==> config.mk <==
export PLATFORM = sky130hd
export DESIGN_NAME = alu_flag_stage
export DESIGN_NICKNAME = d
export VERILOG_FILES = /design/src/rtl/alu_flag_stage.sv
export SDC_FILE = /design/constraint.sdc
export NUM_CORES = 1
export LEC_CHECK = 0
export CAP_MARGIN = 15
export CORE_UTILIZATION = 34
export DETAILED_ROUTE_END_ITERATION = 7
export PLACE_DENSITY = 0.78
export SYNTH_ARGS = -nofsm -noshare
export SYNTH_HDL_FRONTEND = slang
export SYNTH_SLANG_ARGS = --single-unit
==> constraint.sdc <==
create_clock -name clk -period 1.3 [get_ports clk]
set_input_delay 0.26 -clock clk [delete_from_list [all_inputs] [get_ports clk]]
set_output_delay 0.26 -clock clk [all_outputs]
set_load 0.01 [all_outputs]
==> src/rtl/alu_flag_stage.sv <==
// rtl/alu_flag_stage.sv - ALU result hold register (ADD) and processor status register P
// Closes the carry/decimal feedback loop back into the ALU.
module alu_flag_stage #(
    parameter logic [7:0] P_RESET   = 8'h24,
    parameter logic [7:0] ADD_RESET = 8'h00
) (
    input  logic       clk,
    input  logic       rst,
    input  logic       rdy,
    input  logic [7:0] alu_out,
    input  logic       carry_out,
    input  logic       overflow,
    input  logic [7:0] db_in,
    input  logic       load_add,
    input  logic       c_from_alu,
    input  logic       v_from_alu,
    input  logic       nz_from_db,
    input  logic       bit_from_db,
    input  logic       p_from_db,
    input  logic [2:0] flag_op,
    input  logic [1:0] carry_sel,
    input  logic       dec_allow,
    input  logic       push_brk,
    output logic [7:0] add_q,
    output logic       carry_in,
    output logic       enable_dec,
    output logic [7:0] p_out,
    output logic       i_flag
);

    localparam logic [2:0] OP_CLC = 3'b001;
    localparam logic [2:0] OP_SEC = 3'b010;
    localparam logic [2:0] OP_CLI = 3'b011;
    localparam logic [2:0] OP_SEI = 3'b100;
    localparam logic [2:0] OP_CLD = 3'b101;
    localparam logic [2:0] OP_SED = 3'b110;
    localparam logic [2:0] OP_CLV = 3'b111;

    logic [7:0] add_r;
    logic       n_f, v_f, d_f, i_f, z_f, c_f;

    always_ff @(posedge clk) begin
        if (rst) begin
            add_r <= ADD_RESET;
            n_f   <= P_RESET[7];
            v_f   <= P_RESET[6];
            d_f   <= P_RESET[3];
            i_f   <= P_RESET[2];
            z_f   <= P_RESET[1];
            c_f   <= P_RESET[0];
        end else if (rdy) begin
            if (load_add)
                add_r <= alu_out;

            if (p_from_db) begin
                n_f <= db_in[7];
                v_f <= db_in[6];
                d_f <= db_in[3];
                i_f <= db_in[2];
                z_f <= db_in[1];
                c_f <= db_in[0];
            end else begin
                // BIT and NZ both take N from db_in[7], so either strobe suffices
                if (bit_from_db || nz_from_db)
                    n_f <= db_in[7];
                if (nz_from_db)
                    z_f <= (db_in == 8'h00);

                if (flag_op == OP_CLV)
                    v_f <= 1'b0;
                else if (bit_from_db)
                    v_f <= db_in[6];
                else if (v_from_alu)
                    v_f <= overflow;

                if (flag_op == OP_CLC)
                    c_f <= 1'b0;
                else if (flag_op == OP_SEC)
                    c_f <= 1'b1;
                else if (c_from_alu)
                    c_f <= carry_out;

                if (flag_op == OP_CLI)
                    i_f <= 1'b0;
                else if (flag_op == OP_SEI)
                    i_f <= 1'b1;

                if (flag_op == OP_CLD)
                    d_f <= 1'b0;
                else if (flag_op == OP_SED)
                    d_f <= 1'b1;
            end
        end
    end

    always_comb begin
        carry_in = 1'b0;
        case (carry_sel)
            2'b00: carry_in = 1'b0;
            2'b01: carry_in = 1'b1;
            2'b10: carry_in = c_f;
            2'b11: carry_in = ~c_f;
            default: carry_in = 1'b0;
        endcase
    end

    assign enable_dec = d_f & dec_allow;
    assign add_q      = add_r;
    assign p_out      = {n_f, v_f, 1'b1, push_brk, d_f, i_f, z_f, c_f};
    assign i_flag     = i_f;

endmodule

Yosys cells after proc, flatten, opt, wreduce, memory -nomap -nowiden:

Index checks and enable logic that the tools add are counted.

* output and inout port bits: 19
* bits in registers: 14
* input port bits: 34

* eq/ne operators: 10
* muxes and demuxes: 19
* reduce and logical (&&, ||, !) cells: 16
* bitwise operators: 2

Operators with widths (number)
* $mux W1: 18
* $reduce_and A2 Y1: 7
* $eq A3 B3 Y1 const B: 4
* $logic_not A8 Y1: 1
* $reduce_bool A4 Y1: 2
* $eq A3 B2 Y1 const B: 2
* $reduce_bool A3 Y1: 2
* $eq A2 B2 Y1 const B: 2
* $pmux W1 S4: 1
* $reduce_bool A2 Y1: 2
* $eq A3 B1 Y1 const B: 1
* $eq A2 B1 Y1 const B: 1
* $logic_not A2 Y1: 1
* $and A1 B1 Y1: 1
* $logic_or A1 B1 Y1: 1
* $not A1 Y1: 1

Logic depth before layout (Yosys ltp):

Gate-level depths: netlist of run 1.

* word-level depth: 4
* gate-level depth with buffers: 5
* depth with buffers taken out: 4

Worst setup path after synthesis of run 1:

OpenSTA, ideal clock, no wires.

* path type: input to register
* from: in p_from_db
* to: reg n_f
* setup time: 0.128 ns
* arrival: 0.920 ns
* data required time: 1.172 ns
* slack: 0.253 ns
* cell stages on the path: 4
* cells stage by stage: buf_4 o31ai_1 mux2i_1 nor2_1

* word-level cells in the longest chain between the ends: 2

RTL lines
* start, declared: line 19 `input logic p_from_db,`
* $reduce_bool A2 Y1 (no source line)
* $reduce_and A2 Y1 (no source line)
* end signal, assigned: line 45 `n_f <= P_RESET[7];`
* end signal, assigned: line 56 `n_f <= db_in[7];`
* end signal, assigned: line 65 `n_f <= db_in[7];`
* end, declared: line 40 `logic n_f, v_f, d_f, i_f, z_f, c_f;`

Several ways; a longest one is shown, not always the timed one.
A chain may end at the register's enable or synchronous reset.

Worst setup path after layout of run 1:

* from: reg c_f
* to: out p_out[0]

RTL lines
* start, declared: line 40
* start signal, assigned: line 50 `c_f <= P_RESET[0];`
* start signal, assigned: line 61 `c_f <= db_in[0];`
* start signal, assigned: line 81 `c_f <= carry_out;`
* end, declared: line 27 `output logic [7:0] p_out,`

No word-level cell between the ends.

==> qor.yml, run 1 <==
ios: 53
drive_above_1_share_pct: 18.7
synth_compound_area_share_pct: 20.5
startpoint_type: "flip-flop"
fill_cells: 175
start_util_pct: 37.3
max-cap-violations: 0
clkSinkCount: 14
synth_edf_count: 0
dieWidth_um: 49.3
post-route-drc-count: 0
yosys_warnings: 0
grt_remaining_overflow: 0
diodes: 0
synthCells: 100
peakVddDrop_uv: 545
clock_skew_ps: 0
cts_buffers: 3
synth_top_cell_area_share_pct: 36.8
die_y_um: 49.3
viasPerCell: 4.92
die_area_um2: 2430
coreArea_um2: 2040
final-hold-violation-count: 0
endpoint_kind: "output port"
worst_slack_ps: 44.9
num_rows: 16
synth_top_cell_by_area: "dfxtp_1"
yosysUniqueCellTypes: 27
fmax_mhz: 797
netlist_area_um2: 762
post_cts_buffers: 0
dr.pass1.iters: 4
leakage_nw: 0.606
synthSimpleGateAreaFrac_pct: 26.3
synth_common_cells: "a21oi_1 (14), dfxtp_1 (14), nand2_1 (13)"
wl_per_cell_um: 12.5
synth-xor-area-share_pct: 2.30
clock_latency_ps: 270
setup_viol: 0
hp-class: "reg -> reg"
ant_nets: 0
critPathArrivalTime_ps: 1000
grt_pass1_vias: 893
dp_slack_ps: -422
cts_root_buffer: "clkbuf_4"
nets: 190
drv_slew: 0
post-dp-hpwl_um: 1770
synthAdderAreaFrac_pct: 0
cts_hold_buf: 0
synth.area.top_cells: "dfxtp_1 (37%), buf_4 (9.9%), a21oi_1 (9.2%), nand3_1 (6.6%), nand2_1 (6.4%)"
grt_use_total_pct: 20.6
dr.first_iter.drc_count: 10
ys_seq_area_share_pct: 36.8
rr_worst_depth: 3
tritoncts: "done"
portBuffers: 49
async_flop_share_pct: 0
fin_crit_sh_pct: 96.5
reg2reg_slack_ps: 470
syn-num-nets: 134
r2r-start: "i_flag$_SDFFE_PP1P_"
synth_seq_cells: 14
area_growth_pct: 79.3
outcome: "finished clean"
vias: 895
clk_path_buf_depth: 2
min_path_cells: 2
p_per_area_nw_per_um2: 804
final_area_um2: 1370
hold_end: "add_q[2]$_SDFFE_PP0P_"
drt_wl_total_um: 2270
grt_pass1_wl_um: 3860
clk_pin_slew_ps: 90
critPathMaxFanout: 2
antenna_found_initial: 0
synth_ff_type: "dfxtp_1"
critPathKind: "reg -> out"
synth_mux_area_share_pct: 1.31
postPlaceCellArea_um2: 1310
r2r-end: "i_flag$_SDFFE_PP1P_"
worstHoldStart: "add_q[2]$_SDFFE_PP0P_"
htreeDepth: 1
avgSynthCellArea_um2: 7.62
critPathRequiredTime_ps: 1040
grt_max_degree: 14
synth_top_family_by_area: "simple AND/OR/NAND/NOR gates"
period_minus_slack_ps: 1260
place_congestion: 0.782
[through the flow]
stage               hold slack, ps  setup TNS, ps  util (%)  total power, W  std cells
floorplan                      325              0         -        0.000605        100
global placement               438          -2660      64.3        0.000793        178
detailed placement             444          -3010      64.3        0.000800        178
CTS                            453          -5.59      65.2         0.00109        182
global route                   477          -16.5      66.9         0.00116        182
finish                         450              0      66.9         0.00110        182
[cells by family (layout without fill, tap and decap cells)]
family	after synthesis	after routing
simple gates	41	41
other cells	1	1
compound gates	26	26
xor+xnor	2	2
buf+inv	15	70
mux	1	1
flops	14	14
[layer usage]
layer	part of all wire, %	global-route usage (%)	vias to the layer above
met3	4.3	2.18	2
met4	0.84	7.35	0
met1	39	23.6	410
li1	-	-	452
met2	56	38.6	31
met5	0	0	-
[sequential cells by signal (all words and copies together) (netlist names)]
| signal | cells |
|---|---|
| v_f | 1 |
| z_f | 1 |
| n_f | 1 |
| add_q | 8 |
| i_flag | 1 |
| d_f | 1 |
| c_f | 1 |
[repair_timing]
| action | CTS | global route |
|---|---|---|
| setup endpoints to repair | 18 | 5 |
| pin swaps | 0 | 3 |
| gates resized for setup | 26 | 11 |
[worst max-delay path by stage]
| stage | cells past startpoint | end | from |
|---|---|---|---|
| final | 2 | p_out[0] | c_f$_SDFFE_PP0P_ |
| after global routing | 6 | c_f$_SDFFE_PP0P_ | flag_op[0] |
| after CTS | 4 | carry_in | carry_sel[1] |
| after detailed placement | 4 | carry_in | carry_sel[1] |
| after global placement | 4 | carry_in | carry_sel[1] |
| after floorplan | 4 | n_f$_SDFFE_PP0P_ | p_from_db |
[placed cells by master (no fill, tap or decap), types with 2 or more instances in the layout]
| cell type | synthesis | final |
|---|---|---|
| inv_1 | 2 | 2 |
| a21oi_1 | 14 | 14 |
| buf_4 | 10 | 13 |
| nor2_1 | 7 | 7 |
| dfxtp_1 | 14 | 14 |
| clkbuf_4 | 0 | 3 |
| o21ai_1 | 0 | 2 |
| buf_6 | 0 | 2 |
| dlygate4sd2_1 | 0 | 17 |
| nand2_1 | 13 | 13 |
| buf_2 | 0 | 2 |
| o21ai_0 | 4 | 2 |
| a211oi_2 | 1 | 3 |
| nand3_1 | 10 | 10 |
| clkdlybuf4s50_1 | 0 | 28 |
| dlymetal6s2s_1 | 0 | 2 |
[critical path: stages (launching register included)]
cell and delay (ps):
dfxtp_1 320, buf_4 130, dlygate4sd2_1 270
[where the power goes]
group          internal, W  switching, W
combinational     0.000188      0.000129
sequential        0.000453     0.0000123
clock             0.000170      0.000145
total             0.000812      0.000287
[cell type report]
cell class | count | area, um2 | area share (%)
Timing Repair Buffer | 64 | 584 | 42.8
Sequential cell | 14 | 280 | 20.5
Multi-Input combinational cell | 71 | 424 | 31.0
Inverter | 2 | 7.51 | 0.549
Clock buffer | 4 | 36.3 | 2.66
Tap cell | 27 | 33.8 | 2.47
Note: power is estimated with default switching activity, not from simulation.
==> run 2, diff against run 1 <==
--- a/config.mk
+++ b/config.mk
@@ -7,6 +7,7 @@
 export LEC_CHECK = 0
 export CAP_MARGIN = 15
 export CORE_UTILIZATION = 34
+export CTS_CLUSTER_SIZE = 10
 export DETAILED_ROUTE_END_ITERATION = 7
 export PLACE_DENSITY = 0.78
 export SYNTH_ARGS = -nofsm -noshare
==> results of run 2 <==
The final DEF is identical to that of run 1; final timing and power are the same.
==> run 3, diff against run 2 <==
--- a/config.mk
+++ b/config.mk
@@ -6,10 +6,12 @@
 export NUM_CORES = 1
 export LEC_CHECK = 0
 export CAP_MARGIN = 15
-export CORE_UTILIZATION = 34
+export CELL_PAD_IN_SITES_DETAIL_PLACEMENT = 0
+export CELL_PAD_IN_SITES_GLOBAL_PLACEMENT = 2
+export CORE_UTILIZATION = 17
 export CTS_CLUSTER_SIZE = 10
 export DETAILED_ROUTE_END_ITERATION = 7
-export PLACE_DENSITY = 0.78
+export PLACE_DENSITY_LB_ADDON = 0.1
 export SYNTH_ARGS = -nofsm -noshare
 export SYNTH_HDL_FRONTEND = slang
 export SYNTH_SLANG_ARGS = --single-unit
==> run 3 against run 2 <==
Compared with the run above: first-iteration DRC count increased to 3.3 times the previous value; largest power group unchanged; via count down 0.67%; critical path type unchanged; total power grew 9.9%; register-to-register slack about the same; worst setup slack better by 35 ps; die area increased by 95%; design area up 4.6%; highest routed layer unchanged.
==> qor.yml, run 3 (same netlist as run 1, synthesis figures left out) <==
r2r-start: "i_flag$_SDFFE_PP1P_"  # unchanged
dieWidth_um: 69.0  # was 49.3 um
max-cap-violations: 0  # unchanged
place.detailed.instances: 200  # was 178
largest_reg_flops: 8  # unchanged
ant_nets: 0  # unchanged
num_rows: 23  # was 16
rsz0062_at_grt: "no"
post-dp-hpwl_um: 1970  # was 1770 um
layoutNonFillerInstCount: 206  # was 182
worstHoldStart: "add_q[4]$_SDFFE_PP0P_"  # was add_q[2]$_SDFFE_PP0P_
htreeDepth: 1  # unchanged
clock_skew_ps: 0  # unchanged
outcome: "finished clean"  # unchanged
critPathMaxFanout: 2  # unchanged
coreArea_um2: 4140  # was 2040 um2
drt_wl_total_um: 2570  # was 2270 um
clk_pin_slew_ps: 60  # was 90 ps
viasPerCell: 4.32  # was 4.92
dr.first_iter.drc_count: 33  # was 10
critPathRequiredTime_ps: 1040  # about the same
setup_viol: 0  # unchanged
final_common_cell: "clkdlybuf4s50_1"  # unchanged
fin_crit_sh_pct: 93.8  # was 96.5%
cts_buffers: 3  # unchanged
p_per_area_nw_per_um2: 845  # was 804 nW/um2
drive_above_1_share_pct: 21.8  # was 18.7%
hp-class: "reg -> reg"  # unchanged
endpoint_kind: "output port"  # unchanged
grtUsageMet1_pct: 13.2  # was 23.6%
wl_per_cell_um: 12.5  # about the same
fin_util_pct: 34.5  # was 66.9%
die_area_um2: 4750  # was 2430 um2
clkSinkCount: 14  # unchanged
startpoint_type: "flip-flop"  # unchanged
die_y_um: 69.0  # was 49.3 um
tritoncts: "done"  # unchanged
place_congestion: 0.731  # was 0.782
portBuffers: 49  # unchanged
grt_pass1_vias: 879  # was 893
critPathKind: "reg -> out"  # unchanged
dr.pass1.iters: 4  # unchanged
peakVddDrop_uv: 781  # was 545 uV
antenna_found_initial: 0  # unchanged
met3_usage_pct: 4.28  # was 2.18%
leakage_nw: 0.628  # was 0.606 nW
grt_remaining_overflow: 0  # unchanged
nets: 191  # was 190
fmax_mhz: 820  # was 797 MHz
clock_latency_ps: 240  # was 270 ps
use_met2_pct: 20.4  # was 38.6%
vias: 889  # was 895
ios: 53  # unchanged
critPathArrivalTime_ps: 960  # was 1000 ps
area_growth_pct: 87.5  # was 79.3%
post-route-drc-count: 0  # unchanged
cts_root_buffer: "clkbuf_8"  # was clkbuf_4
timing.critical_path.from: "c_f$_SDFFE_PP0P_"  # unchanged
grt_max_degree: 14  # unchanged
start_util_pct: 18.4  # was 37.3%
grt_pass1_wl_um: 4040  # was 3860 um
diodes: 0  # unchanged
period_minus_slack_ps: 1220  # was 1260 ps
clk_path_buf_depth: 2  # unchanged
drv_slew: 0  # unchanged
final-hold-violation-count: 0  # unchanged
grt_use_total_pct: 11.6  # was 20.6%
final_cell_mix: "clkdlybuf4s50_1 (26), dlygate4sd2_1 (18), a21oi_1 (14), buf_4 (14), dfxtp_1 (13)"  # was clkdlybuf4s50_1 (28), dlygate4sd2_1 (17), a21oi_1 (14), dfxtp_1 (14)
grt-busiest-layer: "met2"  # unchanged
[run 3: path summary, 6_finish.rpt]
path | to | cells after the start | slack, ps
max | p_out[0] | 2 | 80
min | add_q[4]$_SDFFE_PP0P_ | 2 | 450
max reg2reg | i_flag$_SDFFE_PP1P_ | 3 | 470
min reg2reg | add_q[4]$_SDFFE_PP0P_ | 2 | 450
[run 3: metal layers]
layer | wire, um | vias up
li1 | - | 453
met1 | 1170 | 408
met2 | 1210 | 26
met3 | 176 | 2
met4 | 10 | 0
met5 | 0 | -
[run 3: what timing repair did]
item                       in CTS  in global routing
cloned                          0                  1
pin swaps                       1                  3
buffers inserted                0                  1
resized for setup              31                 10
hold buffers                    0                  0
setup endpoints to repair      20                  8
[run 3: area by class of cell]
cell class / instances / area [um2]
clock buffers: 4 / 55.1
fillers: 466 / 2720
inverters: 2 / 7.51
multi-input cells: 71 / 435
flip-flops and latches: 14 / 282
well taps: 50 / 62.6
repair buffers: 65 / 587
[run 3: power by group]
| group | switching (W) | internal [W] |
|---|---|---|
| combinational | 0.000132 | 0.000187 |
| clock | 0.000153 | 0.000268 |
| sequential | 0.0000128 | 0.000455 |
| total | 0.000298 | 0.000909 |
[run 3: worst max-delay path: stages, from the launching register on]
cell and delay [ps]:
dfxtp_2 320, buf_4 130, dlygate4sd2_1 270
[run 3: stage by stage]
step | hold WS, ps | total power, W | setup WS [ps] | instance area, um2 | setup TNS [ps]
6_report | 449 | 0.00121 | 80.0 | 1430 | 0
5_1_grt | 475 | 0.00129 | 13.5 | 1430 | 0
4_1_cts | 453 | 0.00123 | -18.2 | 1390 | -18.2
3_5_place_dp | 450 | 0.000803 | -425 | 1330 | -3650
3_3_place_gp | 446 | 0.000804 | -410 | 1330 | -3650
2_1_floorplan | 325 | 0.000605 | 253 | 762 | 0
